<file path="src/rtl/inst_fetch_unit_pkg.sv">
// inst_fetch_unit_pkg: shared widths, PC step and FIFO entry type for the fetch stage
package inst_fetch_unit_pkg;
  localparam int INST_WIDTH = 32;
  localparam int ADDR_WIDTH = 32;
  localparam logic [ADDR_WIDTH-1:0] PC_INC = 32'd4;
  typedef struct packed {
    logic [ADDR_WIDTH-1:0] pc;
    logic [INST_WIDTH-1:0] inst;
  } fetch_entry_t;
endpackage

</file>
<file path="src/rtl/inst_fetch_unit_fifo.sv">
// fetch_skid_fifo: 2-entry {pc,inst} FIFO; head is a register so it holds when drained
module fetch_skid_fifo
  import inst_fetch_unit_pkg::*;
(
  input  logic         clk,
  input  logic         rst,
  input  logic         push,
  input  logic         pop,
  input  logic         flush,
  input  fetch_entry_t din,
  output logic [1:0]   count,
  output fetch_entry_t head
);
  fetch_entry_t tail;
  logic wr_tail;
  assign wr_tail = pop ? count == 2'd2 : count != 2'd0;
  always_ff @(posedge clk or posedge rst)
    if (rst) begin
      count <= '0;
      head  <= '0;
      tail  <= '0;
    end else if (flush) begin
      count <= '0;
    end else begin
      if (pop && count == 2'd2) head <= tail;
      if (push && wr_tail) tail <= din;
      if (push && !wr_tail) head <= din;
      count <= count + {1'b0, push} - {1'b0, pop};
    end
endmodule

</file>
<file path="src/rtl/inst_fetch_unit.sv">
// inst_fetch_unit: PC owner feeding a 1-cycle-latency instruction memory, with
// credit-based issue into a 2-entry output FIFO, redirect flush and sticky halt.
module inst_fetch_unit
  import inst_fetch_unit_pkg::*;
#(
  parameter logic [31:0] RESET_PC = 32'h0000_0000,
  parameter int          DEPTH    = 2
) (
  input  logic        clk,
  input  logic        rst,
  output logic [31:0] imem_addr,
  input  logic [31:0] imem_inst,
  input  logic        redirect_valid,
  input  logic [31:0] redirect_pc,
  input  logic        halt,
  output logic        out_valid,
  input  logic        out_ready,
  output logic [31:0] out_pc,
  output logic [31:0] out_inst,
  output logic        halted
);
  logic [31:0] pc_q, req_pc_q, target;
  logic inflight_q, issue, deq, push;
  logic [1:0] count;
  logic [2:0] occ;
  fetch_entry_t head, din;
  always_comb begin
    target    = {redirect_pc[31:2], 2'b00};
    imem_addr = rst ? RESET_PC : redirect_valid ? target : pc_q;
    out_valid = count != 2'd0 && !redirect_valid;
    deq       = out_valid && out_ready;
    // a redirect empties the FIFO and drops the in-flight read, freeing all credit
    occ       = redirect_valid ? 3'd0 : {1'b0, count} + {2'b0, inflight_q} - {2'b0, deq};
    issue     = !halted && !halt && occ < 3'(DEPTH);
    push      = inflight_q && !redirect_valid;
    din       = '{pc: req_pc_q, inst: imem_inst};
    out_pc    = head.pc;
    out_inst  = head.inst;
  end
  always_ff @(posedge clk or posedge rst)
    if (rst) begin
      pc_q       <= RESET_PC;
      req_pc_q   <= '0;
      inflight_q <= 1'b0;
      halted     <= 1'b0;
    end else begin
      halted     <= halted | halt;
      inflight_q <= issue;
      if (issue) begin
        pc_q     <= imem_addr + PC_INC;
        req_pc_q <= imem_addr;
      end else if (redirect_valid) begin
        pc_q <= target;
      end
    end
  fetch_skid_fifo u_fifo (
    .clk(clk),
    .rst(rst),
    .push(push),
    .pop(deq),
    .flush(redirect_valid),
    .din(din),
    .count(count),
    .head(head)
  );
endmodule

</file>
<file path="config.mk">
export PLATFORM = sky130hd
export DESIGN_NAME = inst_fetch_unit
export DESIGN_NICKNAME = d
export VERILOG_FILES = /design/src/rtl/inst_fetch_unit_pkg.sv /design/src/rtl/inst_fetch_unit_fifo.sv /design/src/rtl/inst_fetch_unit.sv
export SDC_FILE = /design/constraint.sdc
export NUM_CORES = 1
export LEC_CHECK = 0
export CORE_MARGIN = 1
export CORE_UTILIZATION = 45
export CTS_CLUSTER_SIZE = 16
export DETAILED_ROUTE_END_ITERATION = 8
export PLACE_DENSITY = 0.74
export SLEW_MARGIN = 5
export SYNTH_ARGS = -nofsm -noshare
export SYNTH_HDL_FRONTEND = slang
export SYNTH_HIERARCHICAL = 1
export SYNTH_SLANG_ARGS = --single-unit
</file>
<file path="constraint.sdc">
create_clock -name clk -period 15.3 [get_ports clk]
set_input_delay 3.06 -clock clk [delete_from_list [all_inputs] [get_ports clk]]
set_output_delay 3.06 -clock clk [all_outputs]
set_load 0.02 [all_outputs]
</file>
Word level (Yosys, flattened, before mapping)
Index checks and enable logic that the tools add are counted.
- $add $sub $neg: 5
- $lt $le $gt $ge: 1
- equality and inequality tests: 1
- muxes and demuxes: 8
- bitwise gates (word level): 2
- reductions and logical operators: 16
- operators with widths (cell ; count):
    two-way mux 64 bit ; 2
    two-way mux 32 bit ; 3
    adder 32 x 3 -> 32 bit (second input constant) ; 1
    logical AND 1 bit ; 8
    logical NOT 1 bit ; 4
    AND reduction 2 bit ; 2
    nonzero test 2 bit ; 2
    adder 2 x 1 -> 3 bit ; 1
    < comparator 3 x 2 -> 1 bit (second input constant) ; 1
    two-way mux 3 bit ; 1
    subtractor 3 x 1 -> 3 bit ; 1
    adder 2 x 1 -> 2 bit ; 1
    equality test 2 bit (second input constant) ; 1
    two-way mux 2 bit ; 1
    subtractor 2 x 1 -> 2 bit ; 1
    two-way mux 1 bit ; 1
    NOT 1 bit ; 1
    bitwise OR 1 bit ; 1
- register bits: 196
- input bits: 69
- output and inout port bits: 98
- word-level logic and storage cells: 42

Logic depth before layout (Yosys ltp)
- word-level depth: 8
- mapped depth: 16
- depth with buffers taken out: 12

By module
The synthesis kept the hierarchy.
- modules (own cells, without submodules) (module ; times used ; cells each ; area each (um^2) ; sequential area each (um^2)):
    fetch_skid_fifo ; 1 ; 359 ; 6072.1 ; 3253.1
    inst_fetch_unit ; 1 ; 436 ; 3712.3 ; 1651.6

Least setup slack after synthesis
OpenSTA, ideal clock, no wires.
- path type: in2out
- from: input port rst
- to: output port imem_addr[30]
- data arrival time: 6094 ps
- required time: 12240 ps
- path slack: 6146 ps
- stages on the path: 5
- path buffers: 3
- cell sequence: clkbuf_1 clkbuf_1 inv_1 clkbuf_1 and2_1
- cells in the longest elaborated chain, start to end: 1
- ends and longest elaborated chain (what ; RTL line ; text):
    from (decl) ; inst_fetch_unit.sv:10 ; input logic rst,
    two-way mux 32 bit ; inst_fetch_unit.sv:29 ; imem_addr = rst ? RESET_PC : redirect_valid ? target : pc_q;
    to (decl) ; inst_fetch_unit.sv:11 ; output logic [31:0] imem_addr,
Every way passes these cells.

Worst setup path in the final report
- from: input port redirect_valid
- to: output port imem_addr[6]
- cells in the longest elaborated chain, start to end: 2
- ends and longest elaborated chain (what ; RTL line ; text):
    from (decl) ; inst_fetch_unit.sv:13 ; input logic redirect_valid,
    two-way mux 32 bit ; n/a ;
    two-way mux 32 bit ; inst_fetch_unit.sv:29 ;
Every way passes these cells.

==> results.tsv <==
metric	value	unit
status	completed	
HPWL after DPL	13700	um
number of maximum-capacitance constraint violations	0	
proportion of layout cells with a drive suffix above 1	25.6	%
CTS Root Buffer Type	sky130_fd_sc_hd__clkbuf_16	
postcts setup bufs	0	
critical path type	in -> out	
Reg clk slew, reported paths	0.07	ns
first-pass GRT wire length	34400	um
Die W	149	um
CP endpoint kind	output pin	
cell at the slowest stage of the critical path	sky130_fd_sc_hd__buf_4	
maximum level of the CTS H-tree	4	
final core area utilization	56.9	%
Gates resized, CTS repair	0	
worst flop-to-flop path startpoint	u_fifo/count[1]	
post-layout minimum cycle time	8.20	ns
Place WS	7.09	ns
number of failing setup endpoints in the final timing report	0	
DR vias	6408	
Static Leakage	5.79	nW
clock tree from TritonCTS	done	
dominant synthesized flop cell	sky130_fd_sc_hd__dfrtp_1	
Clock Skews	0.00987	ns
CTS Hold Buffers Added	0	
number of enable-type register cells in the synthesized netlist	0	
wire per inst	17.1	um
number of buffers created by CTS	17	
data arrival at the endpoint of the critical path	5.14	ns
maximum fanout encountered on the critical timing path	73	
classification of the worst-slack hold path	reg -> reg	
Synthesis Warnings	6	
Critical Path, Cell by Cell	buf_2 -> buf_4 -> mux2i_1 -> nor2_1 -> clkdlybuf4s50_1	
CP Launch Type	primary input	
Detailed Route WL	21000	um
setup repair after global routing missed its margin	false	
detailed router's first-iteration violation count	295	
initial cell density of the core	46.3	%
total routing resource utilization after global routing	19.8	%
die extent in y	149	um
worst-case clock buffer depth	2	
flip-flop and latch count after synthesis	196	
worst reg-to-reg path cell count	12	
sink count of the clock tree	196	
Syn Nets	869	
Nets	1016	
number of cells on the worst hold path	1	
WHS Endpoint	u_fifo/tail[41]	
num rows	53	
via-per-instance ratio	5.21	
I/O pin cnt	167	
GR Overflow Total	0	
DRC violation count after routing	0	
proportion of register bits with asynchronous set or reset after synthesis	100	%
Avg Cell Area, Syn	12.3	um2
count of input and output buffers	164	
antenna violations before repair	0	
power density over the cells	90.9	mW/mm2
actual transition at the worst max-transition pin	1.09	ns
first-pass iteration count of the detailed router	4	
pin count of the biggest net entering global routing	77	
final estimated routing congestion in global placement	0.793	
Die Outline Area	0.0223	mm2
slack of the worst reg-to-reg path	11.26	ns
capturing point of the worst reg2reg path	pc_q[26]	
Floorplan Core Area	0.0212	mm2
start point of the worst hold path	u_fifo/tail[41]	
Area Growth Syn to Fin	23.1	%
WP data required	12.24	ns
number of instances in the synthesized netlist	795	
ANT cells	0	
Seq/Total Area, Yosys	50.1	%
largest stage delay on the critical path	0.66	ns
Slew Limit Fails	0	
cell total after placement	1198	
number of distinct standard cells referenced by the synthesized netlist	55	
total standard cell area after synthesis	0.00978	mm2
final-layout setup total negative slack	0	ns
FMAX	0.122	GHz
share of the clock period used by the worst path	53.6	%
Clock Latency Late Sink	0.42	ns
number of global-route vias before repair	6427	
number of nets with antenna violations after routing	0	
non-filler instance count after layout	1229	
start point of the critical path	redirect_valid	
count of endpoints failing hold in the final timing report	0	
worst voltage drop across the vdd grid	62.5	uV
worst slew slack as a fraction of its limit	27.2	%
Worst Slack Setup Final	7.10	ns
==> kinds of logic after synthesis <==
kind of cell | share of synthesized area (%)
xor+xnor | 2.15
mux | 27.9
compound gates | 3.16
fa+ha+maj | 0.716
simple gates | 11.7
buf+inv | 4.26
flops | 50.1
==> cell usage after synthesis, types with 9 or more instances <==
master | number | share of area, %
sky130_fd_sc_hd__dfrtp_1 | 196 | 50
sky130_fd_sc_hd__mux2_2 | 122 | 14
sky130_fd_sc_hd__nand2_1 | 108 | 4.1
sky130_fd_sc_hd__mux2_4 | 71 | 11
sky130_fd_sc_hd__nor2_1 | 57 | 2.2
sky130_fd_sc_hd__mux2i_1 | 29 | 3.0
sky130_fd_sc_hd__nand3_1 | 18 | 0.92
sky130_fd_sc_hd__xor2_1 | 17 | 1.5
sky130_fd_sc_hd__clkbuf_1 | 13 | 0.50
sky130_fd_sc_hd__a21oi_1 | 12 | 0.61
sky130_fd_sc_hd__inv_1 | 11 | 0.42
sky130_fd_sc_hd__o21ai_0 | 11 | 0.56
sky130_fd_sc_hd__nand3b_1 | 10 | 0.77
sky130_fd_sc_hd__buf_2 | 9 | 0.46
sky130_fd_sc_hd__nor4_1 | 9 | 0.58
==> power by group <==
group	leakage, nW	internal [W]	switching (W)
clock	0.269	0.000233	0.000195
combinational	2.87	0.0000531	0.0000616
sequential	2.65	0.000538	0.0000133
==> worst max path at each step <==
| stage | end | slack, ns | depth (start not counted) |
|---|---|---|---|
| finish | imem_addr[6] | 7.10 | 5 |
| global route | imem_addr[5] | 6.94 | 5 |
| CTS | imem_addr[5] | 7.10 | 5 |
| detailed placement | imem_addr[5] | 7.09 | 5 |
| global placement | imem_addr[5] | 7.10 | 5 |
| floorplan | imem_addr[30] | 6.15 | 5 |
==> final cells by class <==
cell class                 count  area (um2)
clock inverter                11         103
inverter                      12        50.0
timing repair buffer         173        1700
multi-input combinational    542        4480
clock buffer                  20         457
tap                          275         344
sequential                   196        4900
fill                        1821        9110
==> layout by cell type, fill, tap and decap left out, types with 8 or more instances in the layout <==
cell type | netlist | layout
sky130_fd_sc_hd__dfrtp_1 | 196 | 196
sky130_fd_sc_hd__clkdlybuf4s50_1 | 0 | 162
sky130_fd_sc_hd__mux2_2 | 122 | 122
sky130_fd_sc_hd__nand2_1 | 108 | 108
sky130_fd_sc_hd__mux2_4 | 71 | 71
sky130_fd_sc_hd__nor2_1 | 57 | 57
sky130_fd_sc_hd__mux2i_1 | 29 | 29
sky130_fd_sc_hd__nand3_1 | 18 | 18
sky130_fd_sc_hd__xor2_1 | 17 | 17
sky130_fd_sc_hd__clkbuf_16 | 0 | 17
sky130_fd_sc_hd__a21oi_1 | 12 | 11
sky130_fd_sc_hd__o21ai_0 | 11 | 11
sky130_fd_sc_hd__nand3b_1 | 10 | 10
sky130_fd_sc_hd__inv_1 | 11 | 9
sky130_fd_sc_hd__nor4_1 | 9 | 9
sky130_fd_sc_hd__buf_4 | 5 | 9
sky130_fd_sc_hd__nor3_1 | 8 | 8
==> critical path, delay by kind of cell <==
kind	cells	cell delay (ns)
buffers and inverters	3	1.40
multiplexers	1	0.35
AND/OR/NAND/NOR	1	0.30
==> state kept, by name, indices dropped and copies added, names as in the netlist <==
register	cells
u_fifo/head	64
pc_q	32
u_fifo/tail	64
halted	1
u_fifo/count	2
req_pc_q	32
inflight_q	1
==> metal layers <==
layer	wire length [um]	GRT usage, %	up-vias
met2	9700	30.6	168
met1	10300	28.7	3163
met5	0	0	-
li1	-	-	3068
met4	136	5.26	0
met3	889	3.23	9
==> stage by stage <==
stage	hold WS [ns]	cell area (um2)	power [W]
4_1_cts	0.503	12000	0.00111
6_report	0.501	12000	0.00109
3_5_place_dp	0.487	11500	0.000677
2_1_floorplan	0.461	9780	0.000624
5_1_grt	0.518	12000	0.00114
3_3_place_gp	0.479	11500	0.000674
Power figures use the tool's default switching activity.
